## src/rtl/pixel_distributor.sv

```systemverilog
// pixel_distributor: walks a frame in raster order and issues each coordinate
// round-robin to an idle engine whose reorder queue has room.
module pixel_distributor #(
   parameter int DATA_WIDTH  = 32,
   parameter int NUM_ENGINES = 4,
   parameter int ENG_IDX_W   = 2,
   parameter int X_SIZE      = 640,
   parameter int Y_SIZE      = 480
) (
   input  logic                   clk,
   input  logic                   reset,
   input  logic                   start,
   input  logic [NUM_ENGINES-1:0] fin_flag,
   input  logic [NUM_ENGINES-1:0] full_queue,
   output logic [NUM_ENGINES-1:0] eng_start,
   output logic [DATA_WIDTH-1:0]  xpixel_o,
   output logic [DATA_WIDTH-1:0]  ypixel_o,
   output logic                   busy,
   output logic                   frame_done
);
   localparam int SW = ENG_IDX_W + 1;
   localparam logic [SW-1:0] NE = SW'(NUM_ENGINES);
   typedef enum logic [1:0] {IDLE, SCAN, DRAIN, DONE} state_t;
   state_t state;
   logic [NUM_ENGINES-1:0] claimed, elig, rot, pick;
   logic [ENG_IDX_W-1:0] rr_ptr, off, idx, rr_next;
   logic [SW-1:0] sum, inc;
   logic [DATA_WIDTH-1:0] x, y;
   logic found, last_x, last_y;
   // rotate eligibility so bit 0 is rr_ptr, then take the lowest set bit
   always_comb begin
      elig = ~claimed & ~full_queue;
      rot = NUM_ENGINES'({elig, elig} >> rr_ptr);
      found = 1'b0;
      off = '0;
      for (int i = NUM_ENGINES - 1; i >= 0; i--)
         if (rot[i]) begin
            found = 1'b1;
            off = ENG_IDX_W'(i);
         end
      sum = {1'b0, rr_ptr} + {1'b0, off};
      idx = ENG_IDX_W'(sum >= NE ? sum - NE : sum);
      inc = {1'b0, idx} + SW'(1);
      rr_next = ENG_IDX_W'(inc == NE ? '0 : inc);
      pick = found ? NUM_ENGINES'(1) << idx : '0;
      last_x = x == DATA_WIDTH'(X_SIZE - 1);
      last_y = y == DATA_WIDTH'(Y_SIZE - 1);
   end
   always_ff @(posedge clk or posedge reset)
      if (reset) begin
         state      <= IDLE;
         eng_start  <= '0;
         xpixel_o   <= '0;
         ypixel_o   <= '0;
         busy       <= 1'b0;
         frame_done <= 1'b0;
         claimed    <= '0;
         rr_ptr     <= '0;
         x          <= '0;
         y          <= '0;
      end else begin
         eng_start  <= '0;
         frame_done <= 1'b0;
         claimed    <= (claimed & ~fin_flag) | (state == SCAN ? pick : '0);
         case (state)
            IDLE:
               if (start) begin
                  state  <= SCAN;
                  busy   <= 1'b1;
                  x      <= '0;
                  y      <= '0;
                  rr_ptr <= '0;
               end
            SCAN:
               if (found) begin
                  eng_start <= pick;
                  xpixel_o  <= x;
                  ypixel_o  <= y;
                  rr_ptr    <= rr_next;
                  x         <= last_x ? '0 : x + DATA_WIDTH'(1);
                  y         <= last_x ? (last_y ? '0 : y + DATA_WIDTH'(1)) : y;
                  if (last_x && last_y)
                     state <= DRAIN;
               end
            DRAIN:
               if (claimed == '0) begin
                  state      <= DONE;
                  frame_done <= 1'b1;
               end
            DONE: begin
               state <= IDLE;
               busy  <= 1'b0;
            end
         endcase
      end
endmodule

```

## config.mk

```make
export PLATFORM = sky130hd
export DESIGN_NAME = pixel_distributor
export DESIGN_NICKNAME = d
export VERILOG_FILES = /design/src/rtl/pixel_distributor.sv
export SDC_FILE = /design/constraint.sdc
export NUM_CORES = 1
export LEC_CHECK = 0
export CAP_MARGIN = 5
export CORE_ASPECT_RATIO = 2
export CORE_MARGIN = 2
export CORE_UTILIZATION = 56
export DETAILED_ROUTE_END_ITERATION = 8
export PLACE_DENSITY = 0.86
export SLEW_MARGIN = 20
export SYNTH_ARGS = -nofsm -noshare
export SYNTH_HDL_FRONTEND = slang
export SYNTH_SLANG_ARGS = --single-unit
```

## constraint.sdc

```tcl
create_clock -name clk -period 5.86 [get_ports clk]
set_clock_uncertainty 0.15 [all_clocks]
set_input_delay 0.879 -clock clk [delete_from_list [all_inputs] [get_ports clk]]
set_output_delay 0.879 -clock clk [all_outputs]
set_load 0.005 [all_outputs]
```

==> results of run 1 <==
worst max-delay path, cell delays in order:
cell and delay [ns]:
clkdlybuf4s50_1 0.51, nor2_1 0.37, nor3_2 0.17, nor4_4 0.47
nand3b_2 0.55, nand2b_1 0.39, o31ai_1 0.25
per-layer routing:
metal	wire [µm]	up-vias	share of wire [%]	track usage (%)
met5	0	-	0	0
met4	1061	0	6.0	20.10
met3	691	95	3.9	4.195
met2	9592	278	54	51.28
met1	6312	2914	36	31.31
li1	-	2695	-	-
area by class of cell:
| class | instances | share of cell area [%] |
|---|---|---|
| repair buffers | 88 | 10.69 |
| inverters | 19 | 0.9262 |
| flip-flops and latches | 142 | 43.12 |
| clock buffers | 19 | 5.254 |
| clock inverters | 13 | 2.278 |
| multi-input cells | 548 | 35.53 |
| well taps | 145 | 2.202 |
where the power goes:
part / switching, mW / internal (mW) / total, mW
combinational: 0.323 / 0.208 / 0.531
clock: 0.426 / 0.714 / 1.14
sequential: 0.0905 / 1.07 / 1.16
total: 0.839 / 1.99 / 2.83
final timing paths:
check | startpoint | to | slack (ns) | cells after the start
min | ypixel_o[18]$_DFFE_PP0P_ | ypixel_o[18]$_DFFE_PP0P_ | 0.32 | 2
min reg2reg | ypixel_o[18]$_DFFE_PP0P_ | ypixel_o[18]$_DFFE_PP0P_ | 0.32 | 2
max | full_queue[0] | y[17]$_DFFE_PP0P_ | 2.45 | 7
max in group asynchronous | reset | x[3]$_DFFE_PP0P_ | 4.20 | 3
min in group asynchronous | reset | state[1]$_DFFE_PP0P_ | 0.65 | 2
max reg2reg | x[16]$_DFFE_PP0P_ | y[17]$_DFFE_PP0P_ | 2.79 | 6
state kept, by name, summed over array words and instances (netlist names):
name / flops
claimed: 4
rr_ptr: 2
busy: 1
x: 32
eng_start: 4
xpixel_o: 32
frame_done: 1
state: 2
y: 32
ypixel_o: 32
per-stage QoR:
step	instance area (µm²)	total power [mW]	instances	hold WS, ns
4_1_cts	8213	2.824	973	0.3275
3_5_place_dp	7592	1.695	941	0.3122
5_1_grt	8240	2.955	974	0.3498
6_report	8240	2.827	974	0.3208
3_3_place_gp	7592	1.662	941	0.3062
2_1_floorplan	6679	1.493	746	0.3177
cells in the final DEF, fill, tap and decap left out, types with 7 or more instances in the layout:
| master | synthesis | routed |
|---|---|---|
| a21oi_1 | 11 | 11 |
| a31oi_1 | 12 | 12 |
| and3_1 | 7 | 7 |
| and4_1 | 11 | 11 |
| buf_4 | 0 | 7 |
| clkbuf_16 | 0 | 17 |
| clkdlybuf4s50_1 | 0 | 80 |
| dfrtp_1 | 142 | 142 |
| ha_1 | 8 | 8 |
| inv_1 | 19 | 18 |
| nand2_1 | 220 | 220 |
| nand3_1 | 27 | 27 |
| nand4_1 | 15 | 15 |
| nor2_1 | 60 | 59 |
| nor3_1 | 12 | 12 |
| nor4_1 | 11 | 11 |
| o21ai_0 | 43 | 43 |
| o31ai_1 | 24 | 24 |
| xnor2_1 | 9 | 9 |
| xor2_1 | 20 | 20 |
cell families after synthesis:
logic type                 after synthesis
AOI/OAI and AO/OA                      113
adders and majority gates                9
muxes                                    3
and+or+nand+nor                        394
DFF                                    142
buffers and inverters                   56
xor gates and xnor gates                29
==> flow_metrics.tcl, run 1 <==
set metrics [dict create \
    status "finished, final reports clean" \
    portBuffers 80 \
    path_clk_slew_ns 0.06 \
    syn_nets 765 \
    worstPathArrival_ns 3.59 \
    cts_tree "built" \
    yosys_warnings 0 \
    synth_most_common_cell "nand2_1" \
    die_h_um 158.4 \
    tightestPinTransition_ns 0.8944 \
    synth_mux_area_share_pct 0.4871 \
    yosys.area_share.adder_pct 1.649 \
    setup_ws_ns 2.450 \
    end_kind "flop" \
    antenna_left 0 \
    routed-via-count 5982 \
    cap_violations 0 \
    preCtsSetupSlack_ns 2.132 \
    yosys.area.top_type "dfrtp_1" \
    yosys.area_share.simple_pct 26.90 \
    cp_data_required_time_ns 6.04 \
    syn_inst 746 \
    grt_use_total_pct 29.14 \
    power.density_mw_per_mm2 343.1 \
    die_area_mm2 0.01287 \
    wl_per_cell_um 18.13 \
    synth_compound_area_share_pct 10.68 \
    grt_pass1_wl_um 28690 \
    ys_top_cells_by_count "nand2_1 (220), dfrtp_1 (142), nor2_1 (60)" \
    synthArstFlopShare_pct 100.0 \
    synth-seq-cells 142 \
    fin_tns_setup_ns 0 \
    clock_sinks 142 \
    rows 56 \
    slew_viol_final 0 \
    grt_pass1_vias 6011 \
    cts_buffer_depth 2 \
    h-tree-depth 4 \
    synth_cell_type_count 53 \
    relSlewSlack_pct 39.87 \
    avgViaCountPerCell 6.142 \
    post_cts_resized 0 \
    p_leak_nw 3.809 \
    multi_input_area_mm2 0.002928 \
    synth_area_mm2 0.006679 \
    drt_iter0_markers 561 \
    wirelength_um 17660 \
    cts_buffers 17 \
    drive_above_1_share_pct 6.393 \
    worstSetupPathType "input pin to flop" \
    nNetsFinal 835 \
    drc_errors 0 \
    cts_root_buf "clkbuf_16" \
    synthFlopType "dfrtp_1" \
    dp_hpwl_um 11710 \
    start_util_pct 57.08 \
    hold_buffers 0 \
    dr.pass1.iters 6 \
    gr-total-overflow 0 \
    finalCritPeriodShare_pct 58.18 \
    antenna_found_initial 0 \
    rsz0062_at_grt "false" \
    max_freq_mhz 293.3 \
    syn_to_final_growth_pct 23.38 \
    diodes 0 \
    synth_edf_count 0 \
    fp.coreArea_mm2 0.01170 \
    synth.top_cell.area_share_pct 53.20 \
    clock_latency_ns 0.42 \
    synthTopCellsByArea "dfrtp_1 (53%), nand2_1 (12%), nor2_1 (3.4%)" \
    layout_min_cycle_time_ns 3.410 \
    seqCellArea_mm2 0.003553 \
    die_w_um 81.22 \
    cp-start-kind "input pin" \
    gp_congestion 0.8970 \
    io_pins 81 \
    syn_area_per_cell_um2 8.953 \
    hold_path.class "flop to flop" \
    grt_start_max_net_pins 115 \
    worst-path-max-fanout 26 \
    synth_top_family_by_area "simple AND/OR/NAND/NOR gates" \
    final-hold-violation-count 0 \
    synth_seq_area_share_pct 53.20 \
    vdd_drop_max_mv 0.2549 \
    setup_viol 0 \
    fill_cells 825 \
    postCtsSetupRepairBufs 0 \
    synth_xor_area_share_pct 3.803 \
    fin_util_pct 70.42 \
]
No activity file was read; power rests on OpenSTA's default activity.
==> run 2: changes to the inputs <==
==> constraint.sdc (replaced) <==
create_clock -name clk -period 3.5 [get_ports clk]
set_clock_uncertainty 0.15 [all_clocks]
set_input_delay 0.525 -clock clk [delete_from_list [all_inputs] [get_ports clk]]
set_output_delay 0.525 -clock clk [all_outputs]
set_load 0.005 [all_outputs]
==> flow_metrics.tcl, run 2 (same netlist as run 1, synthesis figures left out) <==
set metrics [dict create \
    status "finished, final reports clean" \
    grt_use_total_pct 29.15 \
    path_clk_slew_ns 0.06 \
    slowest_delay_ns 0.76 \
    rsz0062_at_grt "false" \
    end_kind "flop" \
    die_area_mm2 0.01287 \
    diodes 0 \
    clock_sinks 142 \
    worstSetupPathType "flop to flop" \
    hold_path.class "input pin to async pin" \
    p_sw_mw 1.421 \
    wirelength_um 17410 \
    fin_util_pct 70.80 \
    p_int_mw 3.275 \
    portBuffers 80 \
    slowest_stage "o41ai_2" \
    grt_pass1_wl_um 28700 \
    start_util_pct 57.08 \
    cts_buffer_depth 2 \
    mostFrequentLayoutCells "nand2_1 (220), dfrtp_1 (142), clkdlybuf4s50_1 (80), nor2_1 (59), o21ai_0 (43)" \
    antenna_found_initial 0 \
    r2r_setup_slack_ns 0.46 \
    cap_violations 0 \
    timing.rr.end "x[18]$_DFFE_PP0P_" \
    cts_root_buf "clkbuf_16" \
    cp-start-kind "flop" \
    switching_share_pct 30.26 \
    power_frac_seq_pct 41.0 \
    worst-path-max-fanout 11 \
    slew_viol_final 0 \
    fp.coreArea_mm2 0.01170 \
    grt_start_max_net_pins 74 \
    finalCritPeriodShare_pct 86.88 \
    power.density_mw_per_mm2 566.8 \
    dp_hpwl_um 12100 \
    relSlewSlack_pct 36.59 \
    clkPwrFrac_pct 38.8 \
    max_freq_mhz 328.9 \
    worstPathArrival_ns 3.20 \
    final-hold-violation-count 0 \
    reg2regPathDepth 8 \
    post_cts_resized 0 \
    wl_per_cell_um 17.78 \
    die_h_um 158.4 \
    gr-total-overflow 0 \
    whs_ns 0.3140 \
    clock_latency_ns 0.42 \
    drt_iter0_markers 556 \
    p_leak_nw 3.822 \
    fin_tns_setup_ns 0 \
    io_pins 81 \
    reg2reg_from "state[1]$_DFFE_PP0P_" \
    antenna_left 0 \
    p_comb_share_pct 20.1 \
    nNetsFinal 840 \
    h-tree-depth 4 \
    layout_min_cycle_time_ns 3.041 \
    cts_buffers 17 \
    syn_to_final_growth_pct 24.04 \
    tightestPinTransition_ns 0.9433 \
    path_cells "inv_1, ha_1, inv_1, o41ai_2, nor2_1, nand4_1, xor2_1, nor2_1" \
    rows 56 \
    die_w_um 81.22 \
    drive_above_1_share_pct 7.074 \
    layout_commonest_cell "nand2_1" \
    dr.pass1.iters 5 \
    vdd_drop_max_mv 0.4281 \
    grt_pass1_vias 6022 \
    avgViaCountPerCell 6.113 \
    postCtsSetupRepairBufs 0 \
    gp_congestion 0.9791 \
    hold_buffers 0 \
    setup_viol 0 \
    cp_data_required_time_ns 3.66 \
    routed-via-count 5985 \
    drc_errors 0 \
    cts_tree "built" \
]
run 2: power groups by stage:
| stage | Combinational (mW) | Sequential [mW] | Clock (mW) |
|---|---|---|---|
| 5_1_grt | 1.05 | 1.94 | 1.91 |
| 3_5_place_dp | 0.935 | 1.95 | 0 |
| 4_1_cts | 0.943 | 1.92 | 1.84 |
| 2_1_floorplan | 0.584 | 1.92 | 0 |
| 6_report | 0.945 | 1.93 | 1.82 |
| 3_3_place_gp | 0.882 | 1.94 | 0 |
run 2: area by class of cell:
class | count | area, µm²
Clock inverter | 14 | 168.9
Fill cell | 829 | 3417
Clock buffer | 18 | 429.2
Tap cell | 145 | 181.4
Inverter | 19 | 75.07
Sequential cell | 142 | 3553
Multi-Input combinational cell | 548 | 2928
Timing Repair Buffer | 93 | 948.4
run 2: worst max-delay path: cells and delay by family, from the launching register on:
kind            cells  cell delay, ns
compound gates      1            0.76
simple gates        3            0.65
flops               1            0.42
buf+inv             2            0.41
fa+ha+maj           1            0.37
xor+xnor            1            0.18
run 2: metal layers:
layer	share of wire [%]	vias to the layer above	GRT usage, %
met1	35	2932	30.81
met5	0	-	0
met4	5.1	0	15.50
met2	55	268	52.38
li1	-	2700	-
met3	4.5	85	6.633
run 2: worst max-delay path by stage:
stage                          from                     to  slack [ns]  cells after the start
2_1_floorplan                 reset       busy$_DFFE_PP0P_        1.05                      1
3_3_place_gp          full_queue[1]  rr_ptr[1]$_DFFE_PP0P_        0.52                      9
3_5_place_dp          full_queue[1]  rr_ptr[1]$_DFFE_PP0P_        0.38                      9
4_1_cts        state[1]$_DFFE_PP0P_      x[18]$_DFFE_PP0P_        0.49                      8
5_1_grt        state[1]$_DFFE_PP0P_      x[22]$_DFFE_PP0P_        0.21                      8
6_report       state[1]$_DFFE_PP0P_      x[18]$_DFFE_PP0P_        0.46                      8
run 2: stage by stage:
step | setup slack [ns] | area, µm² | power [mW] | instances
after global routing | 0.2110 | 8284 | 4.895 | 979
after global placement | 0.5156 | 7686 | 2.819 | 947
after CTS | 0.4910 | 8284 | 4.700 | 979
final | 0.4592 | 8284 | 4.696 | 979
after floorplan | 1.048 | 6683 | 2.500 | 746
after detailed placement | 0.3810 | 7686 | 2.883 | 947
==> run 3: changes to the inputs <==
--- a/config.mk
+++ b/config.mk
@@ -7,7 +7,6 @@
 export LEC_CHECK = 0
 export CAP_MARGIN = 5
 export CORE_ASPECT_RATIO = 2
-export CORE_MARGIN = 2
 export CORE_UTILIZATION = 56
 export DETAILED_ROUTE_END_ITERATION = 8
 export PLACE_DENSITY = 0.86
==> flow_metrics.tcl, run 3 (same netlist as run 1, synthesis figures left out) <==
set metrics [dict create \
    status "finished, final reports clean" \
    drc_errors 0 \
    placed_cells 948 \
    slowest_stage "dfrtp_1" \
    grt_pass1_vias 6120 \
    setup_viol 0 \
    fp.coreArea_mm2 0.01170 \
    p_leak_nw 3.840 \
    finalCritPeriodShare_pct 82.03 \
    worst-path-max-fanout 29 \
    tightestPinTransition_ns 0.8527 \
    crit_family "simple AND/OR/NAND/NOR gates" \
    fill_cells 849 \
    final-hold-violation-count 0 \
    mostFrequentLayoutCells "nand2_1 (220), dfrtp_1 (142), clkdlybuf4s50_1 (80), nor2_1 (59), o21ai_0 (43)" \
    gr-total-overflow 0 \
    critical_path_buf_inv_count 1 \
    seqCellArea_mm2 0.003553 \
    vdd_drop_max_mv 0.4565 \
    start_util_pct 57.08 \
    relSlewSlack_pct 42.68 \
    nNetsFinal 841 \
    end_kind "flop" \
    cp-start-kind "flop" \
    hold_path.class "flop to flop" \
    antenna_found_initial 0 \
    rsz0062_at_grt "false" \
    diodes 0 \
    antenna_left 0 \
    die_w_um 79.22 \
    wl_per_cell_um 17.78 \
    slew_viol_final 0 \
    avgViaCountPerCell 6.137 \
    grt_use_total_pct 30.42 \
    hold_buffers 0 \
    dp_hpwl_um 11870 \
    path_clk_slew_ns 0.06 \
    portBuffers 80 \
    grt_start_max_net_pins 103 \
    multi_input_area_mm2 0.002928 \
    cts_root_buf "clkbuf_16" \
    worstSetupPathType "flop to flop" \
    worstPathArrival_ns 3.00 \
    slowest_delay_ns 0.47 \
    fin_tns_setup_ns 0 \
    io_pins 81 \
    grt_pass1_wl_um 28680 \
    gp_congestion 0.9747 \
    max_freq_mhz 348.3 \
    cap_violations 0 \
    setup_ws_ns 0.6289 \
    power.density_mw_per_mm2 570.1 \
    drt_iter0_markers 518 \
    layout_commonest_cell "nand2_1" \
    die_h_um 156.4 \
    clock_sinks 142 \
    rows 56 \
    routed-via-count 6008 \
    final_cells 979 \
    wirelength_um 17410 \
    path_cells "nor4_1, nand4_1, o41ai_4, buf_4, nor2_1, o21ai_0, o31ai_1" \
    post_cts_resized 0 \
    cp_data_required_time_ns 3.63 \
    cts_buffer_depth 2 \
    layout_min_cycle_time_ns 2.871 \
    die_area_mm2 0.01239 \
    drive_above_1_share_pct 7.194 \
    cts_buffers 17 \
    h-tree-depth 4 \
    syn_to_final_growth_pct 24.05 \
    postCtsSetupRepairBufs 0 \
    whs_ns 0.3202 \
    dr.pass1.iters 7 \
    clock_latency_ns 0.42 \
    cts_tree "built" \
    preCtsSetupSlack_ns 0.3974 \
]
run 3: cell count changes in the layout (fill, tap and decap cells not counted), sizes merged:
cell and change:
clkinvlp -2, inv -1, buf +1, clkbuf +3
clkinv -1
run 3: path summary, 6_finish.rpt:
kind | slack [ns] | cells after the start | startpoint | endpoint
worst min register to register | 0.32 | 2 | ypixel_o[17]$_DFFE_PP0P_ | ypixel_o[17]$_DFFE_PP0P_
min in group asynchronous | 0.45 | 3 | reset | xpixel_o[19]$_DFFE_PP0P_
worst min-delay path | 0.32 | 2 | ypixel_o[17]$_DFFE_PP0P_ | ypixel_o[17]$_DFFE_PP0P_
worst max-delay path | 0.63 | 7 | y[10]$_DFFE_PP0P_ | y[6]$_DFFE_PP0P_
worst max register to register | 0.63 | 7 | y[10]$_DFFE_PP0P_ | y[6]$_DFFE_PP0P_
max in group asynchronous | 2.31 | 3 | reset | ypixel_o[10]$_DFFE_PP0P_
run 3: through the flow:
| stage | utilization, % | area [µm²] | total power, mW |
|---|---|---|---|
| CTS | 70.81 | 8285 | 4.731 |
| floorplan | - | 6683 | 2.500 |
| finish | 70.81 | 8285 | 4.723 |
| detailed placement | 65.54 | 7669 | 2.866 |
| global route | 70.81 | 8285 | 4.922 |
| global placement | 65.54 | 7669 | 2.822 |
run 3: layout make-up:
class	instances	share of cell area, %
Multi-Input combinational cell	548	35.34
Clock buffer	21	5.799
Inverter	19	0.9061
Tap cell	145	2.190
Timing Repair Buffer	94	11.24
Clock inverter	10	1.646
Sequential cell	142	42.89
run 3: layer usage:
metal	global-route usage [%]	share of wire, %	vias up
li1	-	-	2694
met1	29.63	33	2891
met2	55.58	56	321
met3	5.889	5.0	102
met4	21.56	5.8	0
met5	0	0	-
run 3: worst min-delay path, cell delays in order, from the launching register on:
cell and delay (ns):
dfrtp_1 0.34, nand2_1 0.05, nand2_1 0.05
run 3: power by group:
part	internal, mW	switching, mW
sequential	1.78	0.143
combinational	0.368	0.572
clock	1.19	0.667
